[src/rtl/shader_dispatcher_pkg.sv]
// Shared GPU definitions: dispatcher parameter defaults and FSM state encoding.
package gpu;

   localparam int COORD_BITS_D   = 8;
   localparam int PALETTE_BITS_D = 8;
   localparam int PIXEL_BITS_D   = 8;
   localparam int ADDR_BITS_D    = 12;

   typedef enum logic [2:0] {
      IDLE,
      R_FETCH,
      R_LATCH,
      RASTER,
      S_FETCH,
      S_LATCH,
      SHADE,
      DONE
   } dispatch_state_t;

endpackage

[src/rtl/shader_dispatcher_if.sv]
// Dispatcher bus: frame control, voxel/palette RAM read ports, shader broadcast.
interface shader_dispatcher_if #(
   parameter int COORD_BITS   = gpu::COORD_BITS_D,
   parameter int PALETTE_BITS = gpu::PALETTE_BITS_D,
   parameter int PIXEL_BITS   = gpu::PIXEL_BITS_D,
   parameter int ADDR_BITS    = gpu::ADDR_BITS_D
) ();

   logic                                start;
   logic [ADDR_BITS:0]                  num_voxels;
   logic [PALETTE_BITS-1:0]             num_palette;
   logic                                vox_rd;
   logic [ADDR_BITS-1:0]                vox_addr;
   logic [3*COORD_BITS+PALETTE_BITS-1:0] vox_rdata;
   logic                                pal_rd;
   logic [PALETTE_BITS-1:0]             pal_addr;
   logic [PIXEL_BITS-1:0]               pal_rdata;
   logic [COORD_BITS-1:0]               voxel_x;
   logic [COORD_BITS-1:0]               voxel_y;
   logic [COORD_BITS-1:0]               voxel_z;
   logic [PALETTE_BITS-1:0]             voxel_id;
   logic [PIXEL_BITS-1:0]               palette_entry;
   logic                                do_rasterize;
   logic                                do_shade;
   logic                                rasterizing_done;
   logic                                shading_done;
   logic                                busy;
   logic                                frame_done;

   modport master (
      input  start, num_voxels, num_palette,
      input  vox_rdata, pal_rdata,
      input  rasterizing_done, shading_done,
      output vox_rd, vox_addr, pal_rd, pal_addr,
      output voxel_x, voxel_y, voxel_z, voxel_id,
      output palette_entry,
      output do_rasterize, do_shade,
      output busy, frame_done
   );

   modport slave (
      output start, num_voxels, num_palette,
      output vox_rdata, pal_rdata,
      output rasterizing_done, shading_done,
      input  vox_rd, vox_addr, pal_rd, pal_addr,
      input  voxel_x, voxel_y, voxel_z, voxel_id,
      input  palette_entry,
      input  do_rasterize, do_shade,
      input  busy, frame_done
   );

endinterface

[src/rtl/shader_dispatcher.sv]
// Frame sequencer: walks the voxel list for rasterization, then the palette
// for shading, broadcasting each item to the pixel shaders.
module shader_dispatcher
   import gpu::*;
#(
   parameter int COORD_BITS   = COORD_BITS_D,
   parameter int PALETTE_BITS = PALETTE_BITS_D,
   parameter int PIXEL_BITS   = PIXEL_BITS_D,
   parameter int ADDR_BITS    = ADDR_BITS_D
) (
   input logic                 clock,
   input logic                 reset,
   shader_dispatcher_if.master bus
);

   localparam int C  = COORD_BITS;
   localparam int P  = PALETTE_BITS;
   // One extra bit so neither list length can wrap the index
   localparam int IW = ((ADDR_BITS > P) ? ADDR_BITS : P) + 1;

   dispatch_state_t state;
   dispatch_state_t nstate;

   logic [IW-1:0]         index;
   logic [IW-1:0]         idx_inc;
   logic [ADDR_BITS:0]    nv_q;
   logic [P-1:0]          np_q;
   logic [C-1:0]          vx_q;
   logic [C-1:0]          vy_q;
   logic [C-1:0]          vz_q;
   logic [P-1:0]          vid_q;
   logic [PIXEL_BITS-1:0] pe_q;
   logic                  vox_last;
   logic                  pal_last;
   logic                  vox_empty;
   dispatch_state_t       r_exit;

   assign idx_inc   = index + IW'(1);
   assign vox_last  = (idx_inc == IW'(nv_q));
   assign pal_last  = (idx_inc > IW'(np_q));
   assign vox_empty = (bus.vox_rdata[P-1:0] == '0);
   assign r_exit    = (np_q == '0) ? DONE : S_FETCH;

   always_ff @(posedge clock or posedge reset) begin
      if (reset) state <= IDLE;
      else       state <= nstate;
   end

   always_comb begin
      nstate = state;
      unique case (state)
         IDLE:
            if (bus.start) begin
               if (bus.num_voxels != '0)       nstate = R_FETCH;
               else if (bus.num_palette != '0) nstate = S_FETCH;
               else                            nstate = DONE;
            end
         R_FETCH: nstate = R_LATCH;
         R_LATCH:
            if (vox_empty) nstate = vox_last ? r_exit : R_FETCH;
            else           nstate = RASTER;
         RASTER:
            if (bus.rasterizing_done)
               nstate = vox_last ? r_exit : R_FETCH;
         S_FETCH: nstate = S_LATCH;
         S_LATCH: nstate = SHADE;
         SHADE:
            if (bus.shading_done)
               nstate = pal_last ? DONE : S_FETCH;
         DONE:    nstate = IDLE;
         default: nstate = IDLE;
      endcase
   end

   always_ff @(posedge clock or posedge reset) begin
      if (reset) begin
         index <= '0;
         nv_q  <= '0;
         np_q  <= '0;
         vx_q  <= '0;
         vy_q  <= '0;
         vz_q  <= '0;
         vid_q <= '0;
         pe_q  <= '0;
      end else begin
         unique case (state)
            IDLE:
               if (bus.start) begin
                  nv_q  <= bus.num_voxels;
                  np_q  <= bus.num_palette;
                  index <= (bus.num_voxels == '0) ? IW'(1) : '0;
               end
            R_LATCH: begin
               vx_q  <= bus.vox_rdata[3*C+P-1:2*C+P];
               vy_q  <= bus.vox_rdata[2*C+P-1:C+P];
               vz_q  <= bus.vox_rdata[C+P-1:P];
               vid_q <= bus.vox_rdata[P-1:0];
               if (vox_empty)
                  index <= vox_last ? IW'(1) : idx_inc;
            end
            RASTER:
               if (bus.rasterizing_done)
                  index <= vox_last ? IW'(1) : idx_inc;
            S_LATCH: begin
               vid_q <= index[P-1:0];
               pe_q  <= bus.pal_rdata;
            end
            SHADE:
               if (bus.shading_done)
                  index <= idx_inc;
            default: ;
         endcase
      end
   end

   always_comb begin
      bus.vox_rd        = (state == R_FETCH);
      bus.pal_rd        = (state == S_FETCH);
      bus.do_rasterize  = (state == RASTER);
      bus.do_shade      = (state == SHADE);
      bus.busy          = (state != IDLE);
      bus.frame_done    = (state == DONE);
      bus.vox_addr      = bus.vox_rd ? index[ADDR_BITS-1:0] : '0;
      bus.pal_addr      = bus.pal_rd ? index[P-1:0] : '0;
      bus.voxel_x       = vx_q;
      bus.voxel_y       = vy_q;
      bus.voxel_z       = vz_q;
      bus.voxel_id      = vid_q;
      bus.palette_entry = pe_q;
   end

endmodule

[src/flat_wrapper.sv]
// flat-port wrapper written by rule: the top's interface ports become plain ports
module shader_dispatcher_flat import gpu::*;
#(
   parameter int COORD_BITS   = COORD_BITS_D,
   parameter int PALETTE_BITS = PALETTE_BITS_D,
   parameter int PIXEL_BITS   = PIXEL_BITS_D,
   parameter int ADDR_BITS    = ADDR_BITS_D
)
  (clock, reset, bus_start, bus_num_voxels, bus_num_palette, bus_vox_rdata, bus_pal_rdata, bus_rasterizing_done, bus_shading_done, bus_vox_rd, bus_vox_addr, bus_pal_rd, bus_pal_addr, bus_voxel_x, bus_voxel_y, bus_voxel_z, bus_voxel_id, bus_palette_entry, bus_do_rasterize, bus_do_shade, bus_busy, bus_frame_done);
  shader_dispatcher_if #(.COORD_BITS(COORD_BITS), .PALETTE_BITS(PALETTE_BITS), .PIXEL_BITS(PIXEL_BITS), .ADDR_BITS(ADDR_BITS)) bus_i ();
  input logic clock;
  input logic reset;
  input wire logic [$bits(bus_i.start)-1:0] bus_start;
  input wire logic [$bits(bus_i.num_voxels)-1:0] bus_num_voxels;
  input wire logic [$bits(bus_i.num_palette)-1:0] bus_num_palette;
  input wire logic [$bits(bus_i.vox_rdata)-1:0] bus_vox_rdata;
  input wire logic [$bits(bus_i.pal_rdata)-1:0] bus_pal_rdata;
  input wire logic [$bits(bus_i.rasterizing_done)-1:0] bus_rasterizing_done;
  input wire logic [$bits(bus_i.shading_done)-1:0] bus_shading_done;
  output wire logic [$bits(bus_i.vox_rd)-1:0] bus_vox_rd;
  output wire logic [$bits(bus_i.vox_addr)-1:0] bus_vox_addr;
  output wire logic [$bits(bus_i.pal_rd)-1:0] bus_pal_rd;
  output wire logic [$bits(bus_i.pal_addr)-1:0] bus_pal_addr;
  output wire logic [$bits(bus_i.voxel_x)-1:0] bus_voxel_x;
  output wire logic [$bits(bus_i.voxel_y)-1:0] bus_voxel_y;
  output wire logic [$bits(bus_i.voxel_z)-1:0] bus_voxel_z;
  output wire logic [$bits(bus_i.voxel_id)-1:0] bus_voxel_id;
  output wire logic [$bits(bus_i.palette_entry)-1:0] bus_palette_entry;
  output wire logic [$bits(bus_i.do_rasterize)-1:0] bus_do_rasterize;
  output wire logic [$bits(bus_i.do_shade)-1:0] bus_do_shade;
  output wire logic [$bits(bus_i.busy)-1:0] bus_busy;
  output wire logic [$bits(bus_i.frame_done)-1:0] bus_frame_done;
  assign bus_i.start = bus_start;
  assign bus_i.num_voxels = bus_num_voxels;
  assign bus_i.num_palette = bus_num_palette;
  assign bus_i.vox_rdata = bus_vox_rdata;
  assign bus_i.pal_rdata = bus_pal_rdata;
  assign bus_i.rasterizing_done = bus_rasterizing_done;
  assign bus_i.shading_done = bus_shading_done;
  assign bus_vox_rd = bus_i.vox_rd;
  assign bus_vox_addr = bus_i.vox_addr;
  assign bus_pal_rd = bus_i.pal_rd;
  assign bus_pal_addr = bus_i.pal_addr;
  assign bus_voxel_x = bus_i.voxel_x;
  assign bus_voxel_y = bus_i.voxel_y;
  assign bus_voxel_z = bus_i.voxel_z;
  assign bus_voxel_id = bus_i.voxel_id;
  assign bus_palette_entry = bus_i.palette_entry;
  assign bus_do_rasterize = bus_i.do_rasterize;
  assign bus_do_shade = bus_i.do_shade;
  assign bus_busy = bus_i.busy;
  assign bus_frame_done = bus_i.frame_done;
  shader_dispatcher #(.COORD_BITS(COORD_BITS), .PALETTE_BITS(PALETTE_BITS), .PIXEL_BITS(PIXEL_BITS), .ADDR_BITS(ADDR_BITS)) u_core (.clock(clock), .reset(reset), .bus(bus_i));
endmodule
[config.mk]
export PLATFORM = sky130hd
export DESIGN_NAME = shader_dispatcher_flat
export DESIGN_NICKNAME = d
export VERILOG_FILES = /design/src/rtl/shader_dispatcher_pkg.sv /design/src/rtl/shader_dispatcher_if.sv /design/src/rtl/shader_dispatcher.sv /design/src/flat_wrapper.sv
export SDC_FILE = /design/constraint.sdc
export NUM_CORES = 1
export LEC_CHECK = 0
export CAP_MARGIN = 0
export CORE_ASPECT_RATIO = 2
export CORE_UTILIZATION = 43
export DETAILED_ROUTE_END_ITERATION = 8
export PLACE_DENSITY = 0.77
export SETUP_SLACK_MARGIN = 0.5
export SLEW_MARGIN = 10
export SYNTH_ARGS = -nofsm -noshare
export SYNTH_HDL_FRONTEND = slang
export SYNTH_SLANG_ARGS = --single-unit
[constraint.sdc]
create_clock -name clock -period 2.75 [get_ports clock]
set_clock_uncertainty 0.05 [all_clocks]
set_input_delay 0.55 -clock clock [delete_from_list [all_inputs] [get_ports clock]]
set_output_delay 0.55 -clock clock [all_outputs]
set_load 0.005 [all_outputs]
Word-level counts from Yosys, hierarchy flattened
Cells that the tools add are included.
- $lt $le $gt $ge: 1
- $add $sub $neg: 1
- muxes and demuxes: 20
- equal/unequal tests: 12
- reductions and logical operators: 12
- operators by type and width (operator ; number):
    $mux W13 ; 5
    $pmux W13 S4 ; 1
    $pmux W3 S8 ; 1
    $mux W3 ; 6
    $logic_not A8 Y1 ; 2
    $pmux W8 S2 ; 1
    $add A13 B1 Y13 const B ; 1
    $eq A13 B13 Y1 ; 1
    $gt A13 B8 Y1 ; 1
    $logic_not A13 Y1 ; 1
    $reduce_bool A13 Y1 ; 1
    $eq A3 B3 Y1 const B ; 4
    $mux W12 ; 1
    $mux W8 ; 1
    $reduce_bool A8 Y1 ; 1
    $eq A3 B2 Y1 const B ; 2
    $mux W2 ; 3
    $ne A2 B2 Y1 const B ; 3
    $reduce_and A5 Y1 ; 1
    $reduce_bool A4 Y1 ; 1
    $eq A3 B1 Y1 const B ; 1
    $logic_not A3 Y1 ; 1
    $reduce_and A3 Y1 ; 1
    $reduce_bool A3 Y1 ; 1
    other kinds (4) ; 4
- output and inout port bits: 66
- register bits: 77
- input port bits: 66

Depth between registers and ports, before layout
Gate-level depths: netlist of run 1.
- depth after elaboration: 5
- gate-level depth with buffers: 11
- gate-level depth less buffers: 11

Least setup slack after synthesis of run 1
OpenSTA, ideal clock, no wires.
- kind: register to register
- start point: register u_core.index[1]
- end point: register u_core.index[7]
- setup slack: 144 ps
- data arrival time: 2437 ps
- stages on the path, launching flop included: 10
- period minus slack after synthesis: 2606 ps
- cells stage by stage: dfrtp_1 ha_1 xor3_1 a2111oi_2 nand4b_1 a2111oi_2 nand4_4 o31ai_4 buf_6 nor2_2
- longest elaborated chain between the ends: 5
- elaborated cells between the ends (all ways): 7
- ends and longest elaborated chain (item ; line ; text):
    start: declaration ; shader_dispatcher.sv:24 ; logic [IW-1:0] index;
    start signal: assignment ; shader_dispatcher.sv:91 ; index <= (bus.num_voxels == '0) ? IW'(1) : '0;
    start signal: assignment ; shader_dispatcher.sv:99 ; index <= vox_last ? IW'(1) : idx_inc;
    start signal: assignment ; shader_dispatcher.sv:103 ; index <= vox_last ? IW'(1) : idx_inc;
    $add A13 B1 Y13 (*) ; shader_dispatcher.sv:38 ; assign idx_inc = index + IW'(1);
    $eq A13 B13 Y1 ; shader_dispatcher.sv:39 ; assign vox_last = (idx_inc == IW'(nv_q));
    $mux W13 ; shader_dispatcher.sv:99, shader_dispatcher.sv:103 ;
    $mux W13 (on tied branches) ; shader_dispatcher.sv:102, shader_dispatcher.sv:98 ;
    $pmux W13 S4 (*) ; shader_dispatcher.sv:86 ; unique case (state)
Mark *: on every way between the ends. The rest lies on a longest branch, timed or not. The select of a mux whose other input is x is not followed.
A chain may end at the register's enable or synchronous reset.

Worst setup path after layout of run 1
- start point: register u_core.index[7]
- end point: output bus_pal_addr[7]
- longest elaborated chain between the ends: 1
- ends and longest elaborated chain (item ; line ; text):
    $mux W8 ; shader_dispatcher.sv:124 ; bus.pal_addr = bus.pal_rd ? index[P-1:0] : '0;
    end: declaration ; flat_wrapper.sv:23 ; output wire logic [$bits(bus_i.pal_addr)-1:0] bus_pal_addr;
Every way passes these cells.

==> impl_metrics.csv, run 1 <==
group,metric,value,unit
final_layout,final_cell_mix,"nand2_1 (104), clkdlybuf4s50_1 (102), dfrtp_1 (74), buf_4 (55), nor2_1 (35)",
floorplan,start_util,43.9,%
clock_network,htree_levels,3,
final_layout,fin_nets,727,
power,power.leakage,0.00316,µW
clock_network,clock_latency,340,ps
drt,detail_route.wl_per_cell,18.4,µm
placement,place.port_buffers,131,
final_layout,synthToLayoutAreaGrowth,52.4,%
sta,rsz0062_at_grt,"yes",
floorplan,die_area,0.0107,mm²
setup_path,cp-start-kind,"flop",
setup_path,startpoint,"u_core.index[7]$_DFFE_PP0P_",
global_route,grt_max_degree,78,
clock_network,cts_inserted_buffers,9,
min_path,min_from,"u_core.bus.voxel_z[3]$_DFFE_PP0P_",
drt,firstDrtPassIters,4,
clock_network,ctsLongestPathBuffers,2,
sta,tightest_slew,499,ps
setup_path,endpoint_kind,"output pin",
sta,min_period,2590,ps
sta,slew_headroom,66.5,%
global_route,grt_pass1_wl,22600,µm
floorplan,core,0.0101,mm²
drt,ant_nets,0,
final_layout,utilization,66.8,%
job,max_cap_viol_count,0,
final_layout,final_cells,792,
global_route,grt_pass1_vias,4424,
placement,place_congestion,0.905,
outcome,outcome,"finished clean",
floorplan,dieHeight,145,µm
global_route,met3_usage,7.34,%
clock_network,cts-hold-fix-buffers,0,
synthesis,synth_nets,546,
floorplan,die_x,73.7,µm
power,irDropWorstVdd,0.000575,V
final_layout,final_common_cell,"nand2_1",
clock_network,clkSinkCount,77,
synthesis,async_flop_share,100,%
sta,max_freq,386,MHz
min_path,holdCritPathClass,"flop to flop",
global_route,grtUsageMet2,52.0,%
setup_path,path_class,"flop to output pin",
synthesis,synth_cell_types,55,
sta,tns,0,ps
sta,period_share,94.2,%
synthesis,synth_edf_count,0,
final_layout,n_antenna_cell,0,
synthesis,ys_seq_area_share,43.6,%
global_route,antenna_found_initial,0,
setup_path,cp.required,2150,ps
sta,finalSetupViolCount,0,
final_layout,fillers,792,
setup_path,reg2reg_from,"u_core.index[3]$_DFFE_PP0P_",
drt,vias,4265,
placement,hpwlAfterDp,10400,µm
sta,final_hold_viol_count,0,
floorplan,io_pins,132,
clock_network,clockRootBuffer,"clkbuf_16",
global_route,grt_remaining_overflow,0,
sta,finalMaxSlewViolations,0,
drt,vias_per_cell,5.39,
synthesis,synth_ff_type,"dfrtp_1",
drt,drt_iter0_markers,205,
synthesis,ys.warnings.count,0,
global_route,grt_util_all_layers,28.5,%
power,power.density,1010,mW/mm²
drt,route.detailed.drc,0,
final_layout,drive_gt1_share,25.0,%
setup_path,critPathArrivalTime,1990,ps
setup_path,cp_max_fo,6,
synthesis,synth_seq_cells,77,
clock_network,clk_pin_slew,60,ps
power,power,6780,µW
synthesis,netlist_area,0.00442,mm²
global_route,met1_usage,26.9,%
synthesis,synth_area_per_cell,9.39,µm²
drt,route.final.wire_length,14600,µm
placement,dpl.cell_count,754,
synthesis,syn_inst,471,
floorplan,rows,52,
clock_network,cts_tree,"built",
global_route,top_usage_layer,"met2",
==> Yosys cell counts, types with 4 or more instances <==
library cell    n  area [µm²]
a21oi_1         9        45.0
and2_1          9        56.3
and3_1         15        93.8
buf_6           7        78.8
clkbuf_1       14        52.6
clkbuf_8        6        82.6
dfrtp_1        77        1930
ha_1            9         113
inv_1          16        60.1
mux2_2         24         270
nand2_1       105         394
nand2b_1        4        25.0
nand3_1         5        25.0
nand4_1         4        25.0
nor2_1         37         139
nor2_2         10        62.6
nor2b_1         4        25.0
nor3_1         10        50.1
nor4_1         11        68.8
o21ai_0        13        65.1
o22ai_1        12        75.1
xnor2_1        15         131
xor2_1         16         140
==> layer usage <==
metal | share of wire (%) | wire length (µm)
met1 | 33 | 4870
met3 | 5.2 | 751
met5 | 0 | 0
met4 | 6.2 | 906
met2 | 55 | 8050
==> kinds of logic (layout without fill, tap and decap cells) <==
| kind of cell | Yosys count | in the layout | share of synthesized area [%] |
|---|---|---|---|
| AO/OA/AOI/OAI | 49 | 49 | 8.09 |
| XOR/XNOR | 32 | 32 | 6.68 |
| adder cells (fa/ha/maj) | 9 | 9 | 2.55 |
| buffers and inverters | 44 | 229 | 6.31 |
| flip-flops | 77 | 77 | 43.6 |
| multiplexers | 25 | 25 | 6.34 |
| AND/OR/NAND/NOR | 235 | 236 | 26.5 |
==> critical path: stages, from the launching register on <==
cell	delay, ps
dfrtp_1	480
inv_1	250
nor4_2	350
clkdlybuf4s50_1	580
==> flip-flops by register name, summed over array words and instances (netlist names) <==
| name | flops |
|---|---|
| u_core.bus.voxel_x | 8 |
| u_core.nv_q | 13 |
| u_core.index | 13 |
| u_core.bus.voxel_id | 8 |
| u_core.bus.palette_entry | 8 |
| u_core.bus.voxel_y | 8 |
| u_core.np_q | 8 |
| u_core.state | 3 |
| u_core.bus.voxel_z | 8 |
==> through the flow <==
step / hold slack, ps / instance area, µm² / setup slack [ps]
floorplan: 420 / 4480 / 343
finish: 432 / 6740 / 160
global route: 450 / 6740 / 83.7
CTS: 435 / 6610 / 221
detailed placement: 419 / 6100 / -158
global placement: 406 / 6100 / -105
==> path summary, 6_finish.rpt <==
| path | end | slack, ps | cells after the start |
|---|---|---|---|
| max | bus_pal_addr[7] | 160 | 3 |
| min | u_core.bus.voxel_z[3]$_DFFE_PP0P_ | 430 | 2 |
| max reg2reg | u_core.index[7]$_DFFE_PP0P_ | 210 | 8 |
| min reg2reg | u_core.bus.voxel_z[3]$_DFFE_PP0P_ | 430 | 2 |
| max in group asynchronous | u_core.nv_q[12]$_DFFE_PP0P_ | 1670 | 3 |
| min in group asynchronous | u_core.np_q[2]$_DFFE_PP0P_ | 600 | 3 |
==> layout make-up <==
class                      instances  area (µm²)  area share [%]
sequential                        77        1930            28.6
timing repair buffer             197        1860            27.6
clock inverter                     7        80.1            1.19
tap                              135         169            2.51
multi-input combinational        351        2410            35.8
clock buffer                       9         225            3.34
inverter                          16        63.8           0.947
==> power by group <==
group,total [µW],internal [µW],switching (µW)
Clock,1220,717,504
Sequential,1980,1610,368
Combinational,3580,1850,1720
Total,6780,4180,2600
==> repair_timing <==
action	in CTS	in global routing
setup endpoints to repair	42	30
pin swaps	8	7
buffers inserted	14	7
gates cloned	1	0
gates resized for setup	57	20
Note: power is estimated with default switching activity, not from simulation.
==> run 2: changes to the inputs <==
--- a/config.mk
+++ b/config.mk
@@ -5,7 +5,6 @@
 export SDC_FILE = /design/constraint.sdc
 export NUM_CORES = 1
 export LEC_CHECK = 0
-export CAP_MARGIN = 0
 export CORE_ASPECT_RATIO = 2
 export CORE_UTILIZATION = 43
 export DETAILED_ROUTE_END_ITERATION = 8
==> results of run 2 <==
No change in the layout: final DEF, timing and power equal those of run 1.
==> run 3: changes to the inputs <==
--- a/config.mk
+++ b/config.mk
@@ -10,7 +10,6 @@
 export DETAILED_ROUTE_END_ITERATION = 8
 export PLACE_DENSITY = 0.77
 export SETUP_SLACK_MARGIN = 0.5
-export SLEW_MARGIN = 10
 export SYNTH_ARGS = -nofsm -noshare
 export SYNTH_HDL_FRONTEND = slang
 export SYNTH_SLANG_ARGS = --single-unit
==> results of run 3 <==
No change in the layout: final DEF, timing and power equal those of run 1.
